## config.mk

```make
export PLATFORM = sky130hd
export DESIGN_NAME = nubus_slave_ctrl
export DESIGN_NICKNAME = d
export VERILOG_FILES = /design/src/rtl/nubus_pkg.sv /design/src/rtl/nubus_addr_decode.sv /design/src/rtl/nubus_slave_ctrl.sv
export SDC_FILE = /design/constraint.sdc
export NUM_CORES = 1
export LEC_CHECK = 0
export CAP_MARGIN = 20
export CORE_MARGIN = 1
export CORE_UTILIZATION = 45
export CTS_CLUSTER_SIZE = 12
export DETAILED_ROUTE_END_ITERATION = 10
export PLACE_DENSITY = 0.89
export SLEW_MARGIN = 10
export SYNTH_ARGS = -nofsm -noshare
export SYNTH_HDL_FRONTEND = slang
export SYNTH_SLANG_ARGS = --single-unit
```

## constraint.sdc

```tcl
create_clock -name clk -period 5.87 [get_ports clk]
set_input_delay 1.4675 -clock clk [delete_from_list [all_inputs] [get_ports clk]]
set_output_delay 1.4675 -clock clk [all_outputs]
set_load 0.02 [all_outputs]
```

## src/rtl/nubus_pkg.sv

```systemverilog
// Shared constants for the NuBus slave controller: ACK status codes, FSM
// encoding, slot-space nibbles and the byte-lane strobe helper.
package nubus_pkg;

  typedef logic [1:0] nub_status_t;

  localparam nub_status_t ST_COMPLETE = 2'b00;
  localparam nub_status_t ST_ERROR    = 2'b01;
  localparam nub_status_t ST_TIMEOUT  = 2'b10;
  localparam nub_status_t ST_TRYAGAIN = 2'b11;

  localparam logic [1:0] S_IDLE   = 2'd0;
  localparam logic [1:0] S_ACCESS = 2'd1;
  localparam logic [1:0] S_ACK    = 2'd2;

  localparam logic [3:0] SLOTS_NIBBLE = 4'hF;
  localparam logic [3:0] SUPER_MIN    = 4'h9;
  localparam logic [3:0] SUPER_MAX    = 4'hE;

  // tm0n low selects a single byte; otherwise addr[1:0] picks word/half, 10 is reserved
  function automatic logic [3:0] lane_strobe(input logic tm0n, input logic [1:0] lane);
    logic [3:0] s;
    if (!tm0n) begin
      s = 4'b0001 << lane;
    end else begin
      case (lane)
        2'b00:   s = 4'b1111;
        2'b01:   s = 4'b0011;
        2'b11:   s = 4'b1100;
        default: s = 4'b0000;
      endcase
    end
    return s;
  endfunction

endpackage

```

## src/rtl/nubus_addr_decode.sv

```systemverilog
// Combinational NuBus address decoder: slot, superslot and NUM_WIN mask/base
// windows, reduced to a one-hot vector with slot > super > window 0 > ... priority.
module nubus_addr_decode
  import nubus_pkg::*;
#(
  parameter int                     NUM_WIN      = 2,
  parameter logic [NUM_WIN*32-1:0]  WIN_BASE     = {32'h0000_0000, 32'h1000_0000},
  parameter logic [NUM_WIN*32-1:0]  WIN_MASK     = {32'hF000_0000, 32'hF000_0000},
  parameter int                     STD_SLOT_EN  = 1,
  parameter int                     STD_SUPER_EN = 1
) (
  input  logic [31:0]        i_addr,
  input  logic [3:0]         i_id,
  output logic [NUM_WIN+1:0] o_hit
);

  logic [NUM_WIN+1:0] w_raw;

  assign w_raw[0] = (STD_SLOT_EN != 0) && (i_addr[31:28] == SLOTS_NIBBLE)
                    && (i_addr[27:24] == i_id);
  assign w_raw[1] = (STD_SUPER_EN != 0) && (i_addr[31:28] == i_id)
                    && (i_id >= SUPER_MIN) && (i_id <= SUPER_MAX);

  for (genvar gi = 0; gi < NUM_WIN; gi++) begin : g_win
    assign w_raw[gi+2] = (i_addr & WIN_MASK[32*gi +: 32]) == WIN_BASE[32*gi +: 32];
  end

  // isolate the lowest set bit, which is the highest-priority hit
  assign o_hit = w_raw & (~w_raw + 1'b1);

endmodule

```

## src/rtl/nubus_slave_ctrl.sv

```systemverilog
// NuBus slave controller: decodes a START, runs one memory access and drives the
// ACK cycle with status and read data. Optional TRYAGAIN: NUBUS_SLV_TRYAGAIN_EN.
module nubus_slave_ctrl
  import nubus_pkg::*;
#(
  parameter int                     NUM_WIN        = 2,
  parameter logic [NUM_WIN*32-1:0]  WIN_BASE       = {32'h0000_0000, 32'h1000_0000},
  parameter logic [NUM_WIN*32-1:0]  WIN_MASK       = {32'hF000_0000, 32'hF000_0000},
  parameter int                     STD_SLOT_EN    = 1,
  parameter int                     STD_SUPER_EN   = 1,
  parameter int                     TIMEOUT_CYCLES = 255
) (
  input  logic               clk,
  input  logic               reset,
  input  logic               nub_startn,
  input  logic               nub_ackn,
  input  logic               nub_tm1n,
  input  logic               nub_tm0n,
  input  logic [31:0]        nub_adn,
  input  logic [3:0]         nub_idn,
  input  logic               mem_ready,
  input  logic               mem_err,
  input  logic [31:0]        mem_rdata,
`ifdef NUBUS_SLV_TRYAGAIN_EN
  input  logic               mem_busy,
`endif
  output logic               slv_ackn_o,
  output logic               slv_tm1n_o,
  output logic               slv_tm0n_o,
  output logic [31:0]        slv_ad_o,
  output logic               slv_ad_oe_o,
  output logic               slv_busy_o,
  output logic               mem_valid_o,
  output logic [3:0]         mem_write_o,
  output logic [31:0]        mem_addr_o,
  output logic [31:0]        mem_wdata_o,
  output logic [NUM_WIN+1:0] mem_win_o
);

  localparam logic [15:0] TO_LAST = 16'(TIMEOUT_CYCLES - 1);

  logic [1:0]         r_state;
  logic [15:0]        r_cnt;
  logic               r_write;
  logic [3:0]         r_strb;
  logic [31:0]        r_addr;
  logic [NUM_WIN+1:0] r_win;
  logic               r_valid;
  logic               r_ackn;
  logic               r_tm1n;
  logic               r_tm0n;
  logic               r_oe;
  logic [31:0]        r_ad;

  logic [31:0]        w_addr;
  logic [NUM_WIN+1:0] w_hit;
  logic               w_start;
  logic               w_reserved;
  logic               w_mem_busy;
  logic               w_ack_go;
  nub_status_t        w_ack_st;

  assign w_addr     = ~nub_adn;
  assign w_start    = ~nub_startn & nub_ackn;
  assign w_reserved = ~nub_tm1n & nub_tm0n & (w_addr[1:0] == 2'b10);
`ifdef NUBUS_SLV_TRYAGAIN_EN
  assign w_mem_busy = mem_busy;
`else
  assign w_mem_busy = 1'b0;
`endif

  nubus_addr_decode #(
    .NUM_WIN      (NUM_WIN),
    .WIN_BASE     (WIN_BASE),
    .WIN_MASK     (WIN_MASK),
    .STD_SLOT_EN  (STD_SLOT_EN),
    .STD_SUPER_EN (STD_SUPER_EN)
  ) u_decode (
    .i_addr (w_addr),
    .i_id   (~nub_idn),
    .o_hit  (w_hit)
  );

  // Every path into ACK: reserved/busy straight from IDLE, ready or timeout from ACCESS
  always_comb begin
    w_ack_go = 1'b0;
    w_ack_st = ST_COMPLETE;
    case (r_state)
      S_IDLE: begin
        if (w_start && (|w_hit)) begin
          if (w_reserved) begin
            w_ack_go = 1'b1;
            w_ack_st = ST_ERROR;
          end else if (w_mem_busy) begin
            w_ack_go = 1'b1;
            w_ack_st = ST_TRYAGAIN;
          end
        end
      end
      S_ACCESS: begin
        if (mem_ready) begin
          w_ack_go = 1'b1;
          w_ack_st = mem_err ? ST_ERROR : ST_COMPLETE;
        end else if (r_cnt == TO_LAST) begin
          w_ack_go = 1'b1;
          w_ack_st = ST_TIMEOUT;
        end
      end
      default: ;
    endcase
  end

  always_ff @(posedge clk or posedge reset) begin
    if (reset) begin
      r_state <= S_IDLE;
      r_cnt   <= '0;
      r_write <= 1'b0;
      r_strb  <= '0;
      r_addr  <= '0;
      r_win   <= '0;
      r_valid <= 1'b0;
      r_ackn  <= 1'b1;
      r_tm1n  <= 1'b1;
      r_tm0n  <= 1'b1;
      r_oe    <= 1'b0;
      r_ad    <= '1;
    end else begin
      r_ackn <= 1'b1;
      r_tm1n <= 1'b1;
      r_tm0n <= 1'b1;
      r_oe   <= 1'b0;
      r_ad   <= '1;
      if (r_state == S_IDLE && w_start) begin
        r_addr  <= w_addr;
        r_write <= ~nub_tm1n;
        r_strb  <= nub_tm1n ? 4'b0000 : lane_strobe(nub_tm0n, w_addr[1:0]);
        r_win   <= w_hit;
      end
      if (w_ack_go) begin
        r_state          <= S_ACK;
        r_valid          <= 1'b0;
        r_ackn           <= 1'b0;
        {r_tm1n, r_tm0n} <= ~w_ack_st;
        // COMPLETE only arises from ACCESS, so r_write is the latched direction here
        if (w_ack_st == ST_COMPLETE && !r_write) begin
          r_oe <= 1'b1;
          r_ad <= ~mem_rdata;
        end
      end else begin
        case (r_state)
          S_IDLE: begin
            if (w_start && (|w_hit)) begin
              r_state <= S_ACCESS;
              r_valid <= 1'b1;
              r_cnt   <= '0;
            end
          end
          S_ACCESS: r_cnt   <= r_cnt + 16'd1;
          default:  r_state <= S_IDLE;
        endcase
      end
    end
  end

  assign slv_ackn_o  = r_ackn;
  assign slv_tm1n_o  = r_tm1n;
  assign slv_tm0n_o  = r_tm0n;
  assign slv_ad_o    = r_ad;
  assign slv_ad_oe_o = r_oe;
  assign slv_busy_o  = (r_state != S_IDLE);
  assign mem_valid_o = r_valid;
  assign mem_write_o = r_valid ? r_strb : 4'b0000;
  assign mem_addr_o  = r_addr;
  assign mem_wdata_o = ~nub_adn;
  assign mem_win_o   = r_win;

endmodule

```

# ---- Word-level counts from Yosys, hierarchy flattened
# Cells that the tools add are included.
dict set report totals {
  register_bits 96
  inputBits 76
  wordCells 90
  out_inout_bits 110
}
dict set report op_classes {
  order_cmp 2
  eq_ne 12
  n_bitwise 12
  n_mux 30
  n_shift 1
  n_addsub 2
  n_reduce_logical 19
}
# op count
set ops {}
lappend ops {{32-bit two-way mux} 2}
lappend ops {{32-bit NOT} 2}
lappend ops {{32-bit zero test} 1}
lappend ops {{16-bit one-hot mux with 2 select lines} 1}
lappend ops {{16-bit by 1-bit adder with 16-bit output, second input constant} 1}
lappend ops {{16-bit by 8-bit equality test with 1-bit output, second input constant} 1}
lappend ops {{16-bit two-way mux} 1}
lappend ops {{1-bit two-way mux} 15}
lappend ops {{4-bit two-way mux} 3}
lappend ops {{4-bit one-hot mux with 3 select lines} 1}
lappend ops {{4-bit equality test} 2}
lappend ops {{2-bit two-way mux} 4}
lappend ops {{4-bit NOT} 2}
lappend ops {{2-bit one-hot mux with 2 select lines} 2}
lappend ops {{2-bit nonzero test} 4}
lappend ops {{1-bit logical AND} 6}
lappend ops {{2-bit zero test} 3}
lappend ops {{4-bit by 1-bit adder with 4-bit output, second input constant} 1}
lappend ops {{4-bit AND} 1}
lappend ops {{2-bit by 1-bit equality test with 1-bit output, second input constant} 2}
lappend ops {{2-bit equality test, second input constant} 2}
lappend ops {{4-bit by 1-bit equality test with 1-bit output, second input constant} 1}
lappend ops {{4-bit equality test, second input constant} 1}
lappend ops {{4-bit >= comparator, second input constant} 1}
lappend ops {{12 further kinds} 18}

# ---- Longest topological paths before layout
# Gate-level depths: netlist of the first run.
dict set report logic_depth {
  depth_word 15
  depth_mapped 10
  ltp_nobuf 10
}

# ---- By module
# From an unflattened synthesis of the first run, not the netlist that was laid out.
dict set report unflattened {
  hier_cells 419
  hier_area_um2 4189.0
}
# mod cells_per_inst seq_area_each_um2 instances area_per_inst_um2
set modules_own_cells {}
lappend modules_own_cells {nubus_slave_ctrl 400 2446.1 1 4053.9}
lappend modules_own_cells {nubus_addr_decode 19 0.0 1 135.1}

# ---- Worst setup path before layout of the first run
# No wires, ideal clock.
dict set report synth_path {
  path_type {input to output}
  startpoint {in nub_adn[1]}
  endpoint {out mem_wdata_o[1]}
  arrival_ns 1.644
  setup_slack_ns 2.759
  t_required_ns 4.403
  path_buffers 0
  path_stages 1
  path_cell_list {inv_1}
}
dict set report synth_via {
  elab_chain_len 1
}
# item line
set synth_rtl {}
lappend synth_rtl {{from (decl)} nubus_slave_ctrl.sv:19} ;# input logic [31:0] nub_adn,
lappend synth_rtl {{32-bit NOT} nubus_slave_ctrl.sv:174} ;# assign mem_wdata_o = ~nub_adn;
lappend synth_rtl {{to (decl)} nubus_slave_ctrl.sv:36} ;# output logic [31:0] mem_wdata_o,
# Every way passes these cells.

# ---- Final worst setup path of the first run
dict set report layout_path {
  startpoint {in nub_adn[0]}
  endpoint {out mem_wdata_o[0]}
}
# The elaborated chain is that of the path after synthesis.

==> impl_metrics.env, run 1 <==
export IMPL_synth_cell_types=48
export IMPL_nNetsFinal=669
export IMPL_cts_tree="yes"
export IMPL_h_tree_depth=3
export IMPL_via_per_inst=5.19
export IMPL_first_pass_iters=8
export IMPL_max_stage_delay_ns=0.62
export IMPL_cts_setup_buffers=0
export IMPL_cp_required_ns=4.40
export IMPL_hp_start="mem_addr_o[31]"
export IMPL_rsz0062_at_grt="false"
export IMPL_final_hold_viol_count=0
export IMPL_wl_mm=11.2
export IMPL_final_util_pct=72.0
export IMPL_drc=18
export IMPL_dp_hpwl_mm=8.27
export IMPL_path_max_fanout=5
export IMPL_violations="DRC"
export IMPL_rows=34
export IMPL_vias=3630
export IMPL_drt_antenna_violating_nets=0
export IMPL_worstRegToRegCells=10
export IMPL_synth_edff_count=0
export IMPL_gp_congestion=0.873
export IMPL_worst_slew_pin_slew_ns=0.735
export IMPL_powerDensity_nw_per_um2=341
export IMPL_clock_sinks=96
export IMPL_grt_pass1_vias=3623
export IMPL_postSynth_asyncResetShare_pct=100
export IMPL_worstSetupStartpointType="primary input"
export IMPL_numPortBuffers=185
export IMPL_max_freq_mhz=239
export IMPL_die_h_um=97.9
export IMPL_grt_met2_usage_pct=41.4
export IMPL_syn_area_per_cell_um2=10.3
export IMPL_r2r_start="r_cnt[0]"
export IMPL_crit_path_cell_trace="clkdlybuf4s50_1 > inv_1 > clkdlybuf4s50_1"
export IMPL_synthToLayoutAreaGrowth_pct=53.3
export IMPL_status="finished with violations"
export IMPL_n_antenna_cell=0
export IMPL_drive_gt1_share_pct=11.8
export IMPL_start_util_pct=47.0
export IMPL_cts_resized=0
export IMPL_hold_class="reg -> reg"
export IMPL_crit_family="buffers and inverters"
export IMPL_yosysSeqAreaShare_pct=59.1
export IMPL_maxCapViolCount=0
export IMPL_cts_path_max_buffers=2
export IMPL_grt_max_degree=82
export IMPL_vdd_drop_max_mv=0.167
export IMPL_met1_usage_pct=29.6
export IMPL_ys_seq_elements=96
export IMPL_cp_depth=3
export IMPL_fin_crit_ns=4.18
export IMPL_die_area_um2=9580
export IMPL_die_width_um=97.9
export IMPL_p_leak_nw=2.73
export IMPL_grt_ovfl_total=0
export IMPL_hold_depth=2
export IMPL_io_pins=186
export IMPL_crit_type="in -> out"
export IMPL_skew_ns=0.0131
export IMPL_antenna_found_initial=0
export IMPL_synth_warnings=0
export IMPL_clk_latency_ns=0.36
export IMPL_cts_buffers=9
export IMPL_post_drt_wl_per_cell_um=16.0
export IMPL_fin_crit_sh_pct=71.2
export IMPL_cp_end_kind="primary output"
export IMPL_crit_start="nub_adn[0]"
export IMPL_fin_tns_setup_ns=0
export IMPL_r2r_setup_slack_ns=3.64
export IMPL_crit_path_top_delay_cell="clkdlybuf4s50_1"
export IMPL_slew_viol_final=0
export IMPL_top_usage_layer="met2"
export IMPL_worstPathBufferInverterCount=3
export IMPL_grt_pass1_wl_mm=18.1
export IMPL_synthCells=403
export IMPL_slew_headroom_pct=51.0
export IMPL_coreArea_um2=8810
export IMPL_cts_root_buf="clkbuf_8"
export IMPL_synth_ff_type="dfrtp_1"
export IMPL_clk_pin_slew_ns=0.10
export IMPL_finalSetupViolations=0
export IMPL_dr_first_iter_drc_count=170
export IMPL_postCtsHoldBufs=0
export IMPL_synth_area_um2=4140
export IMPL_cpMostUsedCell="clkdlybuf4s50_1"
export IMPL_grt_util_all_layers_pct=23.8
export IMPL_cp_data_arrival_time_ns=2.71
export IMPL_syn_nets=486
export IMPL_use_met3_pct=4.51
## worst min-delay path: stages, from the launching register on
cell     delay [ns]
dfrtp_1        0.35
nand2_1        0.05
o21ai_0        0.06
## placed cells by master, fill, tap and decap left out, types with 2 or more instances in the layout
cell,netlist,routed
mux2i_1,2,2
or3_1,2,2
a22o_1,2,2
and3b_1,2,2
inv_1,37,36
ha_1,7,7
nand2_1,80,80
nand4_1,6,6
or4_1,11,11
and2_1,6,6
nand2b_1,5,5
clkinv_2,0,2
inv_6,0,2
o21ai_0,44,44
dfstp_2,35,35
nor3_1,3,2
or2_2,2,2
clkbuf_16,0,3
nand3_1,6,6
nor2_4,2,2
dfrtp_1,61,61
a31oi_1,2,2
nor2_1,9,9
and3_1,6,6
a21oi_1,14,14
nor4_1,3,3
o211a_1,2,2
clkdlybuf4s50_1,0,185
buf_4,0,3
o31ai_1,12,12
clkbuf_8,0,9
xnor2_1,5,5
nor3b_1,2,2
## kinds of logic (layout without fill, tap and decap cells)
kind of cell	after synthesis	count (layout)	synth area share (%)
XOR/XNOR	5	5	1.06
AND/OR/NAND/NOR	153	153	19.0
buffers and inverters	55	243	5.26
adder cells (fa/ha/maj)	7	7	2.12
AO/OA/AOI/OAI	85	85	12.9
multiplexers	2	2	0.484
flip-flops	96	96	59.1
## cell usage after synthesis, types with 2 or more instances
library cell	number	area [um^2]
nor3b_1	2	15.0
a31oi_1	2	12.5
buf_2	3	15.0
and3b_1	2	17.5
o31ai_1	12	90.1
or2_2	2	12.5
a21oi_1	14	70.1
and3_1	6	37.5
nor4_1	3	18.8
clkbuf_1	13	48.8
ha_1	7	87.6
a22o_1	2	17.5
o21ai_0	44	220
or4_1	11	82.6
nand2b_1	5	31.3
dfstp_2	35	920
nor2_4	2	22.5
xnor2_1	5	43.8
nand4_1	6	37.5
dfrtp_1	61	1530
mux2i_1	2	20.0
nand3_1	6	30.0
nand2_1	80	300
nor2_1	9	33.8
nor3_1	3	15.0
o211a_1	2	20.0
or3_1	2	12.5
and2_1	6	37.5
inv_1	37	139
## flip-flops by register name, summed over array words and instances (netlist names)
signal and count:
mem_addr_o 32, mem_valid_o 1, mem_win_o 4, r_cnt 16, r_state 2, r_strb 4, r_write 1, slv_ackn_o 1
slv_ad_o 32, slv_ad_oe_o 1, slv_tm0n_o 1, slv_tm1n_o 1
## power by group
part / leakage, nW / switching (mW) / internal (mW)
registers: 1.15 / 0.104 / 0.814
logic: 1.46 / 0.415 / 0.354
clock network: 0.121 / 0.238 / 0.237
total: 2.73 / 0.757 / 1.41
## area by class of cell
type	instances	area, um^2
Timing Repair Buffer	189	1890
Inverter	38	144
Multi-Input combinational cell	252	1490
Tap cell	108	135
Clock buffer	12	199
Clock inverter	4	33.8
Sequential cell	96	2450
Fill cell	597	2460
## metal layers
metal	routed length (um)	up-vias	share of wire, %
li1	-	1728	-
met1	4540	1768	41
met2	5810	117	52
met3	660	17	5.9
met4	193	0	1.7
met5	0	-	0
## final timing paths
path | endpoint
worst min-delay path | mem_addr_o[31]
worst max-delay path | mem_wdata_o[0]
min in group asynchronous | r_cnt[3]
max in group asynchronous | slv_ad_o[4]
worst min register to register | mem_addr_o[31]
worst max register to register | r_cnt[0]
## metrics by stage
stage	hold slack [ns]	power [mW]	area, um^2	std cells	setup slack [ns]
final	0.490	2.16	6340	699	1.69
after global routing	0.514	2.27	6340	699	1.62
after CTS	0.492	2.17	6310	698	1.69
after detailed placement	0.470	1.69	6080	682	1.69
after global placement	0.455	1.66	6080	682	1.73
after floorplan	0.442	1.29	4140	403	1.96
No activity file was read; power rests on OpenSTA's default activity.
==> inputs of run 2 (changes only) <==
- CORE_UTILIZATION: 45 -> 42
- PLACE_DENSITY: 0.89 -> 0.84
- clock period: 5.87 -> 4.15 ns (I/O delays scaled with it)
==> impl_metrics.env, run 2 (synthesis results as in run 1) <==
export IMPL_status="finished, final reports clean"
export IMPL_power_switching_mw=1.07
export IMPL_worst_slew_pin_slew_ns=0.430
export IMPL_numPortBuffers=185
export IMPL_hold_class="reg -> reg"
export IMPL_cts_buffers=9
export IMPL_rows=35
export IMPL_grt_max_degree=91
export IMPL_fin_hold_ws_ns=0.484
export IMPL_skew_ns=0.00967
export IMPL_vias=3665
export IMPL_seqPwrFrac_pct=43.8
export IMPL_gp_congestion=0.869
export IMPL_regArea_um2=2450
export IMPL_cts_path_max_buffers=2
export IMPL_slew_viol_final=0
export IMPL_clk_pin_slew_ns=0.09
export IMPL_cts_root_buf="clkbuf_8"
export IMPL_via_per_inst=5.07
export IMPL_cp_end_kind="primary output"
export IMPL_nNetsFinal=672
export IMPL_vdd_drop_max_mv=0.261
export IMPL_io_pins=186
export IMPL_antenna_found_initial=0
export IMPL_h_tree_depth=3
export IMPL_drive_gt1_share_pct=12.1
export IMPL_fin_crit_sh_pct=81.8
export IMPL_drc=0
export IMPL_powerDensity_nw_per_um2=466
export IMPL_grt_ovfl_total=0
export IMPL_multi_input_area_um2=1480
export IMPL_final_common_cell="clkdlybuf4s50_1"
export IMPL_cts_resized=0
export IMPL_grt_pass1_wl_mm=18.5
export IMPL_clk_latency_ns=0.36
export IMPL_grt_util_all_layers_pct=23.6
export IMPL_max_freq_mhz=295
export IMPL_clock_sinks=96
export IMPL_final_hold_viol_count=0
export IMPL_die_width_um=101
export IMPL_worstSetupStartpointType="primary input"
export IMPL_final_util_pct=67.7
export IMPL_pwr_share_clk_pct=19.6
export IMPL_dr_first_iter_drc_count=190
export IMPL_cts_setup_buffers=0
export IMPL_cts_tree="yes"
export IMPL_path_max_fanout=5
export IMPL_fin_crit_ns=3.39
export IMPL_nFillCells=737
export IMPL_start_util_pct=44.1
export IMPL_postCtsHoldBufs=0
export IMPL_slew_headroom_pct=70.9
export IMPL_cp_data_arrival_time_ns=2.36
export IMPL_wl_mm=11.7
export IMPL_maxCapViolCount=0
export IMPL_p_leak_nw=2.73
export IMPL_swShare_pct=36.1
export IMPL_dp_hpwl_mm=8.98
export IMPL_final_cell_mix="185 x clkdlybuf4s50_1, 80 x nand2_1, 61 x dfrtp_1, 44 x o21ai_0, 36 x inv_1"
export IMPL_post_drt_wl_per_cell_um=16.2
export IMPL_die_area_um2=10200
export IMPL_grt_pass1_vias=3688
export IMPL_r2r_setup_slack_ns=1.92
export IMPL_pwr_share_comb_pct=36.7
export IMPL_synthToLayoutAreaGrowth_pct=53.3
export IMPL_first_pass_iters=5
export IMPL_rsz0062_at_grt="false"
export IMPL_fin_tns_setup_ns=0
export IMPL_internal_power_mw=1.89
export IMPL_finalSetupViolations=0
export IMPL_coreArea_um2=9370
export IMPL_die_h_um=101
export IMPL_n_antenna_cell=0
export IMPL_cp_required_ns=3.11
export IMPL_crit_type="in -> out"
export IMPL_drt_antenna_violating_nets=0
==> run 2: final cells by class <==
type,count,share of cell area [%]
clock inverter,6,0.947
timing repair buffer,192,30.3
sequential,96,38.6
multi-input combinational,252,23.3
inverter,38,2.29
tap,129,2.54
clock buffer,10,2.01
==> run 2: critical path, cell delays in order <==
cell and delay [ns]:
clkdlybuf4s50_1 0.49, inv_1 0.14, clkdlybuf4s50_1 0.68
==> run 2: path summary, 6_finish.rpt <==
path | start | end | cells after the start
worst min register to register | mem_addr_o[14] | mem_addr_o[14] | 2
min in group asynchronous | reset | mem_addr_o[3] | 2
worst max-delay path | nub_adn[0] | mem_wdata_o[0] | 3
worst min-delay path | mem_addr_o[14] | mem_addr_o[14] | 2
max in group asynchronous | reset | slv_tm0n_o | 3
worst max register to register | r_cnt[0] | r_cnt[0] | 10
==> run 2: power by group through the flow <==
stage | sequential, mW | clock (mW) | combinational (mW)
2_1_floorplan | 1.48 | 0 | 0.349
3_3_place_gp | 1.30 | 0 | 1.06
3_5_place_dp | 1.31 | 0 | 1.09
4_1_cts | 1.29 | 0.598 | 1.09
5_1_grt | 1.32 | 0.639 | 1.17
6_report | 1.29 | 0.579 | 1.08
==> run 2: stage by stage <==
stage	instances	total power, mW	instance area [um^2]	setup WS, ns
detailed placement	706	2.40	6130	0.696
CTS	722	2.98	6310	0.736
global route	723	3.13	6340	0.685
floorplan	403	1.83	4140	0.665
finish	723	2.96	6340	0.756
global placement	706	2.36	6130	0.743
==> run 2: per-layer routing <==
layer / routed length [um] / vias up / part of all wire [%] / track usage, %
met4: 248 / 0 / 2.1 / 9.03
met3: 853 / 20 / 7.3 / 5.66
met1: 4400 / 1752 / 38 / 26.3
met5: 0 / - / 0 / 0
met2: 6200 / 144 / 53 / 43.4
li1: - / 1749 / - / -
==> inputs of run 3 (changes only) <==
- CORE_UTILIZATION: 42 -> 38
- PLACE_DENSITY: 0.84 -> 0.8
- clock period: 4.15 -> 2.7 ns (I/O delays scaled with it)
==> impl_metrics.env, run 3 (synthesis results as in run 1) <==
export IMPL_status="finished, final reports clean"
export IMPL_path_max_fanout=3
export IMPL_cp_end_kind="primary output"
export IMPL_drt_antenna_violating_nets=0
export IMPL_gp_congestion=0.818
export IMPL_pwr_share_comb_pct=36.0
export IMPL_finalSetupViolations=0
export IMPL_h_tree_depth=3
export IMPL_cp_data_arrival_time_ns=2.00
export IMPL_final_hold_viol_count=0
export IMPL_die_h_um=106
export IMPL_power_total_mw=4.79
export IMPL_power_switching_mw=1.64
export IMPL_worst_slew_pin_slew_ns=0.570
export IMPL_vias=3740
export IMPL_final_common_cell="clkdlybuf4s50_1"
export IMPL_n_antenna_cell=0
export IMPL_drc=0
export IMPL_dp_hpwl_mm=8.81
export IMPL_pwr_share_clk_pct=22.2
export IMPL_rows=37
export IMPL_swShare_pct=34.3
export IMPL_worstRegToRegCells=10
export IMPL_clk_latency_ns=0.36
export IMPL_seqPwrFrac_pct=41.8
export IMPL_nFillCells=842
export IMPL_multi_input_area_um2=1480
export IMPL_place_area_um2=6330
export IMPL_antenna_found_initial=0
export IMPL_fin_crit_ns=2.68
export IMPL_cts_setup_buffers=0
export IMPL_powerDensity_nw_per_um2=730
export IMPL_wl_mm=11.5
export IMPL_post_drt_wl_per_cell_um=15.3
export IMPL_crit_type="in -> out"
export IMPL_max_freq_mhz=373
export IMPL_rsz0062_at_grt="false"
export IMPL_cts_path_max_buffers=2
export IMPL_die_width_um=106
export IMPL_clk_pin_slew_ns=0.09
export IMPL_placedCellCount=735
export IMPL_die_area_um2=11300
export IMPL_cp_required_ns=2.03
export IMPL_worstSetupStartpointType="primary input"
export IMPL_cts_root_buf="clkbuf_8"
export IMPL_regArea_um2=2450
export IMPL_hold_depth=2
export IMPL_io_pins=186
export IMPL_numPortBuffers=185
export IMPL_clock_sinks=96
export IMPL_skew_ns=0.0153
export IMPL_final_cell_mix="184 x clkdlybuf4s50_1, 80 x nand2_1, 61 x dfrtp_1, 44 x o21ai_0, 36 x inv_1"
export IMPL_hold_class="reg -> reg"
export IMPL_stdcell_count=751
export IMPL_synthToLayoutAreaGrowth_pct=58.5
export IMPL_p_leak_nw=2.85
export IMPL_grt_util_all_layers_pct=20.8
export IMPL_via_per_inst=4.98
export IMPL_grt_max_degree=46
export IMPL_slew_headroom_pct=61.9
export IMPL_start_util_pct=39.7
export IMPL_drive_gt1_share_pct=15.1
export IMPL_maxCapViolCount=0
export IMPL_vdd_drop_max_mv=0.402
export IMPL_coreArea_um2=10400
export IMPL_grt_ovfl_total=0
export IMPL_fin_crit_sh_pct=99.2
export IMPL_first_pass_iters=5
export IMPL_dr_first_iter_drc_count=176
export IMPL_design_area_um2=6560
export IMPL_fin_tns_setup_ns=0
export IMPL_grt_pass1_vias=3696
export IMPL_nNetsFinal=693
export IMPL_cts_tree="yes"
export IMPL_grt_pass1_wl_mm=18.3
export IMPL_slew_viol_final=0
export IMPL_internal_power_mw=3.15
export IMPL_cts_buffers=9
[run 3: cell types whose count changed in the layout (fill, tap and decap cells not counted), sizes merged]
| cell | change |
|---|---|
| buf | +21 |
| inv | -3 |
| bufinv | +2 |
| clkinv | -2 |
| clkinvlp | +2 |
| clkbuf | +1 |
| clkdlybuf4s50 | -1 |
| dlymetal6s2s | +1 |
[run 3: final timing paths]
check / startpoint / end / slack [ns]
max: nub_adn[29] / mem_wdata_o[29] / 0.02
min: mem_addr_o[15] / mem_addr_o[15] / 0.48
max reg2reg: r_cnt[0] / r_state[0] / 0.53
min reg2reg: mem_addr_o[15] / mem_addr_o[15] / 0.48
max in group asynchronous: reset / slv_ad_o[8] / 1.35
min in group asynchronous: reset / r_cnt[2] / 0.72
[run 3: through the flow]
step | util, % | hold WS (ns) | setup WS (ns)
2_1_floorplan | - | 0.442 | 0.443
5_1_grt | 62.9 | 0.507 | 0.00547
4_1_cts | 62.9 | 0.491 | 0.00768
3_5_place_dp | 60.7 | 0.469 | -0.198
3_3_place_gp | 60.7 | 0.463 | -0.141
6_report | 62.9 | 0.482 | 0.0204
[run 3: repair_timing]
item | in CTS | in global routing
hold endpoints to repair | 0 | 0
setup endpoints to repair | 0 | 1
resized for setup | 0 | 1
hold buffers | 0 | 0
[run 3: routing by layer]
metal	share of wire, %	vias to the layer above	GRT usage, %	wire length (um)
met2	50	160	36.1	5760
met4	2.5	0	9.13	284
met5	0	-	0	0
met1	41	1772	25.0	4670
li1	-	1783	-	-
met3	6.7	25	3.99	770
[run 3: power by group through the flow]
stage	Combinational [mW]	Sequential, mW	Clock, mW
6_report	1.73	2.00	1.06
5_1_grt	1.85	2.04	1.14
4_1_cts	1.74	2.00	1.09
3_5_place_dp	1.73	2.02	0
3_3_place_gp	1.69	2.00	0
2_1_floorplan	0.537	2.27	0
[run 3: worst max-delay path, cell delays in order]
cell             delay, ns
clkdlybuf4s50_1       0.49
buf_4                 0.19
inv_1                 0.05
clkdlybuf4s50_1       0.60
[run 3: layout make-up]
class	instances	share of cell area (%)
clock buffer	11	2.16
clock inverter	5	1.30
inverter	38	2.23
multi-input combinational	252	22.5
sequential	96	37.3
tap	136	2.60
timing repair buffer	213	31.9
